## src/rtl/sd_arb_pkg.sv

```systemverilog
// Shared types and widths for the SD block-interface request arbiter.
package sd_arb_pkg;

   localparam int LBA_W = 32;
   localparam int BUF_W = 8;

   typedef enum logic [1:0] {
      IDLE,
      ISSUE,
      XFER,
      RELEASE
   } arb_state_t;

endpackage

```

## src/rtl/sd_req_arbiter_rr_pick.sv

```systemverilog
// Combinational round-robin picker: first pending index at or after rr_ptr, wrapping modulo NREQ.
module rr_pick
   import sd_arb_pkg::*;
#(
   parameter int NREQ  = 2,
   parameter int IDX_W = 1
) (
   input  logic [NREQ-1:0]  pend,
   input  logic [IDX_W-1:0] rr_ptr,
   output logic             valid,
   output logic [IDX_W-1:0] idx
);

   logic [NREQ-1:0] rot;
   logic [IDX_W:0]  sum;

   // Rotate so bit 0 is the requester at rr_ptr, then take the lowest set bit.
   always_comb begin
      rot   = NREQ'({pend, pend} >> rr_ptr);
      valid = 1'b0;
      idx   = '0;
      sum   = '0;
      for (int unsigned k = 0; k < NREQ; k++) begin
         if (!valid && rot[k]) begin
            valid = 1'b1;
            sum   = {1'b0, rr_ptr} + (IDX_W+1)'(k);
            if (sum >= (IDX_W+1)'(NREQ))
               sum = sum - (IDX_W+1)'(NREQ);
            idx = sum[IDX_W-1:0];
         end
      end
   end

endmodule

```

## src/rtl/sd_req_arbiter.sv

```systemverilog
// Shares one SD block interface between NREQ track-buffer requesters, one 512-byte block per grant,
// round-robin; ack, buffer write strobe and buffer read data are routed to the granted requester only.
module sd_req_arbiter
   import sd_arb_pkg::*;
#(
   parameter int NREQ  = 2,
   parameter int IDX_W = 1
) (
   input  logic                   clk,
   input  logic                   reset,
   input  logic [NREQ*LBA_W-1:0]  req_lba,
   input  logic [NREQ-1:0]        req_rd,
   input  logic [NREQ-1:0]        req_wr,
   output logic [NREQ-1:0]        req_ack,
   output logic [NREQ-1:0]        req_buff_wr,
   input  logic [NREQ*BUF_W-1:0]  req_buff_din,
   output logic [LBA_W-1:0]       sd_lba,
   output logic                   sd_rd,
   output logic                   sd_wr,
   input  logic                   sd_ack,
   input  logic                   sd_buff_wr,
   output logic [BUF_W-1:0]       sd_buff_din,
   output logic [IDX_W-1:0]       grant,
   output logic                   active
);

   arb_state_t state, state_nxt;

   logic [NREQ-1:0]  pend;
   logic             pick_valid;
   logic [IDX_W-1:0] pick_idx;
   logic [IDX_W-1:0] rr_ptr, rr_ptr_nxt;
   logic             old_ack;

   logic [LBA_W-1:0] sd_lba_nxt;
   logic             sd_rd_nxt, sd_wr_nxt, active_nxt;
   logic [IDX_W-1:0] grant_nxt;

   logic [LBA_W-1:0] lba_arr [NREQ];
   logic [BUF_W-1:0] din_arr [NREQ];

   always_comb begin
      for (int unsigned i = 0; i < NREQ; i++) begin
         lba_arr[i] = req_lba[LBA_W*i +: LBA_W];
         din_arr[i] = req_buff_din[BUF_W*i +: BUF_W];
      end
   end

   assign pend = req_rd | req_wr;

   rr_pick #(
      .NREQ  (NREQ),
      .IDX_W (IDX_W)
   ) u_pick (
      .pend   (pend),
      .rr_ptr (rr_ptr),
      .valid  (pick_valid),
      .idx    (pick_idx)
   );

   always_ff @(posedge clk) begin
      if (reset) begin
         state   <= IDLE;
         sd_lba  <= '0;
         sd_rd   <= 1'b0;
         sd_wr   <= 1'b0;
         grant   <= '0;
         active  <= 1'b0;
         rr_ptr  <= '0;
         old_ack <= 1'b0;
      end else begin
         state   <= state_nxt;
         sd_lba  <= sd_lba_nxt;
         sd_rd   <= sd_rd_nxt;
         sd_wr   <= sd_wr_nxt;
         grant   <= grant_nxt;
         active  <= active_nxt;
         rr_ptr  <= rr_ptr_nxt;
         old_ack <= sd_ack;
      end
   end

   always_comb begin
      state_nxt = state;
      case (state)
         IDLE:    if (pick_valid) state_nxt = ISSUE;
         ISSUE:   if (sd_ack) state_nxt = XFER;
         XFER:    if (old_ack && !sd_ack) state_nxt = RELEASE;
         RELEASE: state_nxt = IDLE;
         default: state_nxt = IDLE;
      endcase
   end

   // active drops on entry to RELEASE so the spare cycle is visibly idle to every requester.
   always_comb begin
      sd_lba_nxt = sd_lba;
      sd_rd_nxt  = sd_rd;
      sd_wr_nxt  = sd_wr;
      grant_nxt  = grant;
      active_nxt = active;
      rr_ptr_nxt = rr_ptr;
      case (state)
         IDLE: begin
            if (pick_valid) begin
               grant_nxt  = pick_idx;
               sd_lba_nxt = lba_arr[pick_idx];
               sd_wr_nxt  = req_wr[pick_idx];
               sd_rd_nxt  = ~req_wr[pick_idx];
               active_nxt = 1'b1;
            end
         end
         ISSUE: begin
            if (sd_ack) begin
               sd_rd_nxt = 1'b0;
               sd_wr_nxt = 1'b0;
            end
         end
         XFER: begin
            if (old_ack && !sd_ack) begin
               active_nxt = 1'b0;
               rr_ptr_nxt = (grant == IDX_W'(NREQ-1)) ? '0 : grant + 1'b1;
            end
         end
         default: ;
      endcase
   end

   always_comb begin
      for (int unsigned i = 0; i < NREQ; i++) begin
         req_ack[i]     = sd_ack & active & (grant == IDX_W'(i));
         req_buff_wr[i] = sd_buff_wr & active & (grant == IDX_W'(i));
      end
   end

   assign sd_buff_din = din_arr[grant];

endmodule
```

## config.mk

```make
export PLATFORM = sky130hd
export DESIGN_NAME = sd_req_arbiter
export DESIGN_NICKNAME = d
export VERILOG_FILES = /design/src/rtl/sd_arb_pkg.sv /design/src/rtl/sd_req_arbiter_rr_pick.sv /design/src/rtl/sd_req_arbiter.sv
export SDC_FILE = /design/constraint.sdc
export NUM_CORES = 1
export LEC_CHECK = 0
export CAP_MARGIN = 20
export CORE_UTILIZATION = 45
export DETAILED_ROUTE_END_ITERATION = 8
export DONT_BUFFER_PORTS = 1
export PLACE_DENSITY = 0.67
export SKIP_LAST_GASP = 1
export SYNTH_ARGS = -nofsm -noshare
export SYNTH_HDL_FRONTEND = slang
export SYNTH_SLANG_ARGS = --single-unit
```

## constraint.sdc

```tcl
create_clock -name clk -period 2.31 [get_ports clk]
set_clock_uncertainty 0.2 [all_clocks]
set_input_delay 0.1155 -clock clk [delete_from_list [all_inputs] [get_ports clk]]
set_output_delay 0.1155 -clock clk [all_outputs]
set_load 0.02 [all_outputs]
```

==> metrics <==
synthesis-stage register bit count 40; Pleak roughly 1.1 nW; CP max FO 4; CTS buffer count 5; type of the worst setup path input pin to flop; Compound-Gate Fraction of Synth Area 0.341; GRT busiest layer met2; worst vdd ir approximately 580 uV; H-tree levels 2; Pwr Density a little over 1000 nW/um2; Setup Fix Bufs, Post-CTS 0; HPWL after DPL 3830 um; met1 GRT Util 0.296; main combinational cell family by area after synthesis compound AO/OA/AOI/OAI gates; area grow syn2layout 37.2%; global-route wire length before repair 10200 um; simple-gate portion of the synthesized area 0.174; initial antenna violation count 0; Worst Tran Pin Value 667 ps; CP arrival ~2100 ps; commonest non-fill, non-tap cells in the layout dlygate4sd3_1, dfxtp_1, nor2_1; diode count 0; Final WS setup 241 ps; Routed WL ~6700 um; Clock Latency Late Sink between 200 and 300 ps; Starting Density 0.475; most common cell after layout, fill and taps aside dlygate4sd3_1; R2R Setup Slk around 300 ps; Chip Width 73.0 um; xor and xnor area share after synthesis 0; syn avg cell area about 9.1 um2; post-synthesis cell area ~2300 um2; post-synthesis instance total around 250; fin crit period between 2000 and 2500 ps; Via density between 5 and 6; ANT nets after route 0; drt first pass iters 4; pre-CTS worst setup slack 398 ps; All-Layer GR Usage 0.249; Hold WC Path Type input pin to flop; DRC Markers 0; mux share of post-synthesis cell area 0.0490; grt ovf 0; startpoint types input pin; clock sink count 40; Worst-path clk slew 80 ps; std cell rows 25; Slew Limit Fails 0; Setup TNS Final 0 ps; Total Nets Final around 400; gpl congestion between 0.8 and 0.9; met2 usage 0.425; RSZ-0062 raised after global routing no; Synth cell types 38; core area approximately 4800 um2; count of buffers from port buffering 0; adder-cell share of the synthesized area 0.0220; Syn. warnings 0; DR vias between 2000 and 2500; max-cap violation count 0; Setup crit end kind flop; IO Pins approximately 140; FMAX 483 MHz; CTS Buffer Depth 2; Worst EP required roughly 2400 ps; Routed WL per cell about 18 um; Hold Fails Final Rpt 0; CTS root buf clkbuf_8; share of layout cells above drive strength 1 0.185; sequential-to-total area share from yosys stat 0.353; met3 global-route usage 0.0539; largest net degree at the start of global routing 40; status finished clean; CTS tree yes; vias in the first global route between 2000 and 2500; relative slew slack 0.555; Die Y approximately 73 um; FILL cells ~380; Final Setup Violations 0; die area around 5300 um2; initial drt markers around 150; fin crit share 0.896; Synthesized Nets 341
## worst paths after layout
path | start | endpoint | depth (start not counted)
setup / recovery | req_rd[0] | active$_SDFFE_PP0P_ | 5
hold / removal | req_wr[0] | sd_lba[31]$_SDFFE_PP0P_ | 3
setup reg to reg | state[1]$_SDFFE_PP0P_ | active$_SDFFE_PP0P_ | 6
hold reg to reg | state[1]$_SDFFE_PP0P_ | state[1]$_SDFFE_PP0P_ | 2
## stage by stage
stage | utilization | hold WS (ps) | cells | area (um2) | power (mW)
after floorplan | - | 43.7 | 249 | 2270 | 2.44
after global placement | 0.476 | -9.91 | 294 | 2280 | 2.56
after detailed placement | 0.476 | -9.25 | 294 | 2280 | 2.60
after CTS | 0.651 | 3.94 | 375 | 3120 | 3.21
after global routing | 0.651 | 52.8 | 375 | 3120 | 3.41
final | 0.651 | 13.2 | 375 | 3120 | 3.21
## registers in the layout, indices dropped and copies added, names as in the netlist
name     cells
rr_ptr       1
state        2
grant        1
sd_lba      32
active       1
old_ack      1
sd_rd        1
sd_wr        1
## logic make-up (layout without fill, tap and decap cells)
kind of cell | Yosys count | in the layout
AOI/OAI and AO/OA | 81 | 81
adders and majority gates | 4 | 4
buffers and inverters | 30 | 89
DFF | 40 | 40
muxes | 10 | 10
and+or+nand+nor | 84 | 84
## layer usage
metal / wire length [um] / vias to the layer above
met5: 0 / -
met4: 183 / 0
met3: 356 / 19
met2: 3400 / 88
met1: 2760 / 1073
li1: - / 1058
## cell type report
cell class              instances  area (um2)  area share
inverters                       4        15.0     0.00482
well taps                      67        83.8      0.0269
repair buffers                 77         791       0.254
flip-flops and latches         40         801       0.257
multi-input cells             179        1330       0.428
clock buffers                   6        82.6      0.0265
clock inverters                 2        10.0     0.00321
## worst max-delay path, stage by stage
cell and delay (ps):
dlygate4sd3_1 600, or4_1 450, dlygate4sd3_1 600, o21ai_0 180, o211a_1 170
## timing repair
action / 4_1_cts / 5_1_grt
endpoints found under the hold margin: 40 / 0
gates resized for setup: 0 / 0
hold buffers: 73 / 0
## synthesized netlist by cell type
| library cell | instances | area share |
|---|---|---|
| a2111oi_0 | 1 | 0.0039 |
| a211oi_1 | 2 | 0.0066 |
| a21boi_0 | 1 | 0.0033 |
| a21oi_1 | 1 | 0.0022 |
| a221o_1 | 1 | 0.0044 |
| a2bb2o_1 | 1 | 0.0044 |
| a311oi_1 | 2 | 0.0077 |
| a311oi_2 | 30 | 0.20 |
| a32o_1 | 1 | 0.0044 |
| a32oi_1 | 1 | 0.0039 |
| and3_1 | 2 | 0.0055 |
| and3b_1 | 3 | 0.012 |
| buf_1 | 2 | 0.0033 |
| buf_2 | 4 | 0.0088 |
| buf_6 | 3 | 0.015 |
| clkbuf_1 | 17 | 0.028 |
| dfxtp_1 | 40 | 0.35 |
| ha_1 | 4 | 0.022 |
| inv_1 | 4 | 0.0066 |
| mux2_2 | 9 | 0.045 |
| mux2i_1 | 1 | 0.0044 |
| nand2_1 | 3 | 0.0050 |
| nand2b_1 | 2 | 0.0055 |
| nand3_1 | 32 | 0.071 |
| nor2_1 | 37 | 0.061 |
| nor2b_1 | 2 | 0.0055 |
| nor4_1 | 1 | 0.0028 |
| o211a_1 | 1 | 0.0044 |
| o21ai_0 | 29 | 0.064 |
| o21ai_1 | 4 | 0.0088 |
| o21ba_2 | 1 | 0.0044 |
| o21bai_2 | 1 | 0.0050 |
| o22ai_1 | 1 | 0.0028 |
| o2bb2ai_1 | 1 | 0.0039 |
| o41a_1 | 1 | 0.0050 |
| o41ai_1 | 1 | 0.0039 |
| or2_2 | 1 | 0.0028 |
| or4_1 | 1 | 0.0033 |
## where the power goes
group	internal (mW)	total, mW	switching (mW)
combinational	0.536	1.20	0.663
clock	0.239	0.484	0.246
sequential	0.977	1.53	0.552
No activity file was read; power rests on OpenSTA's default activity.
